<file path="src/rtl/uart_cmd_pkg.sv">
// Shared constants and FSM state type for the UART command parser.
package uart_cmd_pkg;

  localparam logic [7:0] OP_WRITE = 8'h57;
  localparam logic [7:0] OP_READ  = 8'h52;
  localparam logic [7:0] ACK      = 8'h06;
  localparam logic [7:0] NAK      = 8'h15;

  typedef enum logic [2:0] {
    IDLE,
    ADDR,
    DATA,
    WRITE,
    READ_REQ,
    READ_WAIT,
    SEND
  } state_t;

endpackage

</file>
<file path="src/rtl/uart_byte_timer.sv">
// Inter-byte timeout counter: counts idle cycles while run is high, flags expiry.
module uart_byte_timer #(
  parameter int unsigned TIMEOUT_CYCLES = 500000
) (
  input  logic clk,
  input  logic rst,
  input  logic clear,
  input  logic run,
  output logic expired
);

  localparam int unsigned CntW = $clog2(TIMEOUT_CYCLES + 1);

  logic [CntW-1:0] count_q, count_d;

  always_comb begin
    count_d = count_q;
    if (clear || !run) begin
      count_d = '0;
    end else if (count_q != CntW'(TIMEOUT_CYCLES)) begin
      count_d = count_q + CntW'(1);
    end
  end

  assign expired = run && (count_q == CntW'(TIMEOUT_CYCLES));

  always_ff @(posedge clk or negedge rst) begin
    if (!rst) begin
      count_q <= '0;
    end else begin
      count_q <= count_d;
    end
  end

endmodule

</file>
<file path="src/rtl/uart_cmd_parser.sv">
// Turns framed RS232 command bytes into memory read/write strobes and queues
// the ACK/NAK or read-data reply back to the transmitter.
module uart_cmd_parser
  import uart_cmd_pkg::*;
#(
  parameter int unsigned ADDR_BYTES     = 2,
  parameter int unsigned DATA_BYTES     = 4,
  parameter int unsigned TIMEOUT_CYCLES = 500000
) (
  input  logic                    clk,
  input  logic                    rst,
  input  logic [7:0]              rx_byte,
  input  logic                    rx_valid,
  output logic [7:0]              tx_byte,
  output logic                    en_tx,
  input  logic                    tx_ready,
  output logic [8*ADDR_BYTES-1:0] mem_addr,
  output logic [8*DATA_BYTES-1:0] mem_wdata,
  output logic                    mem_we,
  output logic                    mem_re,
  input  logic [8*DATA_BYTES-1:0] mem_rdata,
  input  logic                    mem_rvalid,
  output logic                    frame_err,
  output logic                    busy
);

  localparam int unsigned AW       = 8 * ADDR_BYTES;
  localparam int unsigned DW       = 8 * DATA_BYTES;
  localparam int unsigned MaxBytes = (ADDR_BYTES > DATA_BYTES) ? ADDR_BYTES : DATA_BYTES;
  localparam int unsigned CntW     = $clog2(MaxBytes + 1);
  localparam int unsigned IdxW     = (DATA_BYTES > 1) ? $clog2(DATA_BYTES) : 1;

  state_t          state_q, state_d;
  logic            is_write_q, is_write_d;
  logic [CntW-1:0] cnt_q, cnt_d;
  logic [AW-1:0]   addr_q, addr_d;
  logic [DW-1:0]   data_q, data_d;
  logic [7:0]      txq_q [DATA_BYTES];
  logic [7:0]      txq_d [DATA_BYTES];
  logic [IdxW-1:0] idx_q, idx_d;
  logic [IdxW-1:0] last_q, last_d;
  logic            gap_q, gap_d;
  logic            frame_err_q, frame_err_d;

  logic timer_run;
  logic timer_expired;

  assign timer_run = (state_q == ADDR) || (state_q == DATA);

  uart_byte_timer #(
    .TIMEOUT_CYCLES(TIMEOUT_CYCLES)
  ) u_timer (
    .clk    (clk),
    .rst    (rst),
    .clear  (rx_valid),
    .run    (timer_run),
    .expired(timer_expired)
  );

  always_comb begin
    state_d     = state_q;
    is_write_d  = is_write_q;
    cnt_d       = cnt_q;
    addr_d      = addr_q;
    data_d      = data_q;
    txq_d       = txq_q;
    idx_d       = idx_q;
    last_d      = last_q;
    gap_d       = 1'b0;
    frame_err_d = frame_err_q;
    tx_byte     = 8'h00;
    en_tx       = 1'b0;
    mem_we      = 1'b0;
    mem_re      = 1'b0;

    unique case (state_q)
      IDLE: begin
        if (rx_valid) begin
          if ((rx_byte == OP_WRITE) || (rx_byte == OP_READ)) begin
            is_write_d = (rx_byte == OP_WRITE);
            cnt_d      = '0;
            state_d    = ADDR;
          end else begin
            txq_d[0]    = NAK;
            idx_d       = '0;
            last_d      = '0;
            frame_err_d = 1'b1;
            state_d     = SEND;
          end
        end
      end

      // A byte arriving on the expiry cycle takes priority over the abort.
      ADDR: begin
        if (rx_valid) begin
          addr_d = AW'({addr_q, rx_byte});
          if (cnt_q == CntW'(ADDR_BYTES - 1)) begin
            cnt_d   = '0;
            state_d = is_write_q ? DATA : READ_REQ;
          end else begin
            cnt_d = cnt_q + CntW'(1);
          end
        end else if (timer_expired) begin
          frame_err_d = 1'b1;
          state_d     = IDLE;
        end
      end

      DATA: begin
        if (rx_valid) begin
          data_d = DW'({data_q, rx_byte});
          if (cnt_q == CntW'(DATA_BYTES - 1)) begin
            cnt_d   = '0;
            state_d = WRITE;
          end else begin
            cnt_d = cnt_q + CntW'(1);
          end
        end else if (timer_expired) begin
          frame_err_d = 1'b1;
          state_d     = IDLE;
        end
      end

      WRITE: begin
        mem_we   = 1'b1;
        txq_d[0] = ACK;
        idx_d    = '0;
        last_d   = '0;
        state_d  = SEND;
      end

      READ_REQ: begin
        mem_re  = 1'b1;
        state_d = READ_WAIT;
      end

      READ_WAIT: begin
        if (mem_rvalid) begin
          for (int i = 0; i < DATA_BYTES; i++) begin
            txq_d[i] = mem_rdata[8*(DATA_BYTES-1-i) +: 8];
          end
          idx_d   = '0;
          last_d  = IdxW'(DATA_BYTES - 1);
          state_d = SEND;
        end
      end

      // gap_q blocks a strobe in the cycle after each pulse.
      SEND: begin
        tx_byte = txq_q[idx_q];
        if (tx_ready && !gap_q) begin
          en_tx = 1'b1;
          gap_d = 1'b1;
          if (idx_q == last_q) begin
            state_d = IDLE;
          end else begin
            idx_d = idx_q + IdxW'(1);
          end
        end
      end

      default: state_d = IDLE;
    endcase

    if (rx_valid && ((state_q == WRITE) || (state_q == READ_REQ) ||
                     (state_q == READ_WAIT) || (state_q == SEND))) begin
      frame_err_d = 1'b1;
    end
  end

  always_ff @(posedge clk or negedge rst) begin
    if (!rst) begin
      state_q     <= IDLE;
      is_write_q  <= 1'b0;
      cnt_q       <= '0;
      addr_q      <= '0;
      data_q      <= '0;
      idx_q       <= '0;
      last_q      <= '0;
      gap_q       <= 1'b0;
      frame_err_q <= 1'b0;
      for (int i = 0; i < DATA_BYTES; i++) begin
        txq_q[i] <= 8'h00;
      end
    end else begin
      state_q     <= state_d;
      is_write_q  <= is_write_d;
      cnt_q       <= cnt_d;
      addr_q      <= addr_d;
      data_q      <= data_d;
      idx_q       <= idx_d;
      last_q      <= last_d;
      gap_q       <= gap_d;
      frame_err_q <= frame_err_d;
      txq_q       <= txq_d;
    end
  end

  assign mem_addr  = addr_q;
  assign mem_wdata = data_q;
  assign frame_err = frame_err_q;
  assign busy      = (state_q != IDLE);

endmodule

</file>
<file path="config.mk">
export PLATFORM = sky130hd
export DESIGN_NAME = uart_cmd_parser
export DESIGN_NICKNAME = d
export VERILOG_FILES = /design/src/rtl/uart_cmd_pkg.sv /design/src/rtl/uart_byte_timer.sv /design/src/rtl/uart_cmd_parser.sv
export SDC_FILE = /design/constraint.sdc
export NUM_CORES = 1
export LEC_CHECK = 0
export ABC_AREA = 1
export CORE_MARGIN = 2
export CORE_UTILIZATION = 31
export DETAILED_ROUTE_END_ITERATION = 6
export PLACE_DENSITY = 0.64
export SLEW_MARGIN = 40
export SYNTH_ARGS = -nofsm -noshare
export SYNTH_HDL_FRONTEND = slang
export SYNTH_SLANG_ARGS = --single-unit
</file>
<file path="constraint.sdc">
create_clock -name clk -period 1.3 [get_ports clk]
set_input_delay 0.26 -clock clk [delete_from_list [all_inputs] [get_ports clk]]
set_output_delay 0.26 -clock clk [all_outputs]
set_load 0.005 [all_outputs]
</file>
==> impl_metrics.csv <==
group,metric,value,unit
power,leakage,4.669,nW
setup_path,crit_start,"state_q[0]",
logic_synthesis,ys_types,36,
worst_hold_path,holdCritPathClass,"in2async",
sta,fin_crit_sh,1.465,
routing,drt-wirelength-per-cell,16.24,µm
die,num_io_pins,106,
global_routing,grt_max_degree,42,
routing,drcViolationCount,0,
sta,final_max_slew_viol_count,0,
power,fin_total_pwr,18.85,mW
routing,drt_iter0_drc,328,
sta,fin_crit,1905,ps
cts,h-tree-depth,3,
power,power.density,1974,mW/mm²
global_routing,grt_use_total,0.1988,
sta,relSlewSlack,0.7392,
die,die_area,0.01823,mm²
sta,fin_skew,7.352,ps
placed_design,port_buffers,105,
flow_run,maxCapViolCount,0,
setup_path,crit_path_start_kind,"flip-flop",
cts,clk_pin_slew,80,ps
layout,area_delta_synth_final,79.45,%
setup_path,critPathCaptureType,"primary output",
cts,cts_buffer_depth,2,
layout,final_cell_mix,"nand2_1, buf_4, dfrtp_1",
routing,drt.antenna.violating_nets,0,
global_routing,grt_pass1_vias,5598,
setup_path,ff2ff_path_depth,10,
routing,via_per_inst,4.778,
die,fp.dieH,135.0,µm
cts,cts_made_buffers,9,
placed_design,gp_congestion,0.8459,
sta,max_slew.worst_pin.slew,388.2,ps
die,initial_utilization,0.3186,
logic_synthesis,synth_edf_count,0,
layout,diodes,0,
sta,setup_tns,-53130,ps
setup_path,critPathArrivalTime,1640,ps
logic_synthesis,synth_area_leaders,"dfrtp_1, nand2_1, nor2_1, o21ai_0, inv_1",
setup_path,r2r-end,"idx_q[0]",
placed_design,hpwl,10910,µm
die,core-area,0.01670,mm²
status,violations,"setup timing",
die,num_rows,47,
power,ir_drop,0.9991,mV
sta,hold_viol_final,0,
layout,n_fill_cell,1334,
logic_synthesis,ys_seq_area_frac,0.5220,
logic_synthesis,async_flop_share,1.000,
cts,cts_root_buffer,"clkbuf_16",
logic_synthesis,syn_avg_cell_area,8.555,µm²
placed_design,dp_cells,1035,
layout,drive_gt1_frac,0.4337,
setup_path,critPathMaxFanout,6,
cts,clock_sinks,111,
status,status,"finished, violations left",
logic_synthesis,ys_ff_latch,111,
layout,final_common_cell,"nand2_1",
setup_path,critPathRequiredTime,1040,ps
logic_synthesis,syn_nets,673,
sta,rsz0062_at_grt,"yes",
layout,final_cells,1163,
logic_synthesis,synth_cells,622,
logic_synthesis,netlist_area,0.005321,mm²
sta,fin_ws,-605.0,ps
logic_synthesis,synthFlopType,"dfrtp_1",
die,die_x,135.0,µm
cts,clock_latency,360,ps
setup_path,r2r-start,"state_q[0]",
routing,first_pass_iters,4,
global_routing,antenna_found_initial,0,
routing,vias,5557,
sta,max_freq,524.9,MHz
global_routing,grt_pass1_wl,28390,µm
logic_synthesis,yosys_warnings,0,
sta,setup_viol,122,
setup_path,r2r_slack,-580,ps
logic_synthesis,yosys.area.top_type,"dfrtp_1",
setup_path,critPathKind,"reg2out",
routing,wl,18890,µm
logic_synthesis,yosysTopAreaCellShare,0.5220,
cts,cts_tree,"built",
global_routing,grt_overflow,0,
layout,fin_nets,989,
## state kept, by name (all words and copies together) (netlist names)
name	cells
mem_addr	16
last_q	1
state_q	3
idx_q	2
frame_err	1
gap_q	1
txq_q	32
u_timer.count_q	19
is_write_q	1
cnt_q	3
mem_wdata	32
## how the worst max path moves through the flow
stage / end / slack [ps]
2_1_floorplan: mem_addr[2] / -110
3_3_place_gp: tx_byte[1] / -530
3_5_place_dp: tx_byte[1] / -530
4_1_cts: tx_byte[4] / -550
5_1_grt: idx_q[0] / -660
6_report: tx_byte[7] / -600
## stage by stage
stage / util / instance area, µm² / hold slack (ps) / setup WS, ps
after detailed placement: 0.4475 / 7473 / 192.5 / -530.4
after global placement: 0.4475 / 7473 / 190.5 / -532.7
after CTS: 0.5491 / 9170 / 344.8 / -546.1
after global routing: 0.5718 / 9549 / 388.1 / -663.8
after floorplan: - / 5385 / -35.59 / -111.5
final: 0.5718 / 9549 / 343.2 / -605.0
## worst max-delay path, cell delays in order, from the launching register on
cell and delay, ps:
dfrtp_1 440, nor2_4 180, clkinvlp_4 220, buf_6 200, a21oi_2 120, buf_2 130
## logic make-up (layout without fill, tap and decap cells)
family,after synthesis,count (layout),synth area share
AO/OA/AOI/OAI,86,86,0.09334
adder cells (fa/ha/maj),6,6,0.01411
multiplexers,18,18,0.04514
flip-flops,111,111,0.5220
buffers and inverters,73,393,0.06325
XOR/XNOR,6,6,0.009875
AND/OR/NAND/NOR,322,323,0.2523
## report_power, final
group          switching, mW  internal (mW)  leakage (nW)
logic                   4.68           5.73          3.11
clock network           1.40           1.38         0.141
registers              0.943           4.72          1.42
## layout make-up
type / count / area (µm²) / share of cell area
clock buffers: 10 / 239.0 / 0.02503
clock inverters: 6 / 50.05 / 0.005241
inverters: 55 / 254.0 / 0.02660
multi-input cells: 439 / 2720 / 0.2849
flip-flops and latches: 111 / 2779 / 0.2910
well taps: 220 / 275.3 / 0.02883
repair buffers: 322 / 3232 / 0.3384
## Yosys cell counts, types with 9 or more instances
| cell | instances |
|---|---|
| o21ai_0 | 36 |
| nand2_1 | 200 |
| mux2_4 | 10 |
| nand3_1 | 22 |
| inv_1 | 46 |
| a22oi_1 | 9 |
| nor3_1 | 10 |
| dfrtp_1 | 111 |
| a21oi_1 | 25 |
| nor2_1 | 66 |
## metal layers
metal  part of all wire  global-route usage
met4              0.033             0.08160
met3              0.054             0.03003
met2               0.51              0.3407
met1               0.41              0.2516
met5                  0                   0
## repair_timing
| item | in CTS | in global routing |
|---|---|---|
| hold buffers | 1 | 0 |
| pin swaps | 35 | 25 |
| gates resized for setup | 289 | 69 |
| setup buffers | 74 | 27 |
| setup endpoints to repair | 171 | 148 |
| hold endpoints to repair | 18 | 0 |
| gates cloned | 14 | 1 |
Power figures use the tool's default switching activity.
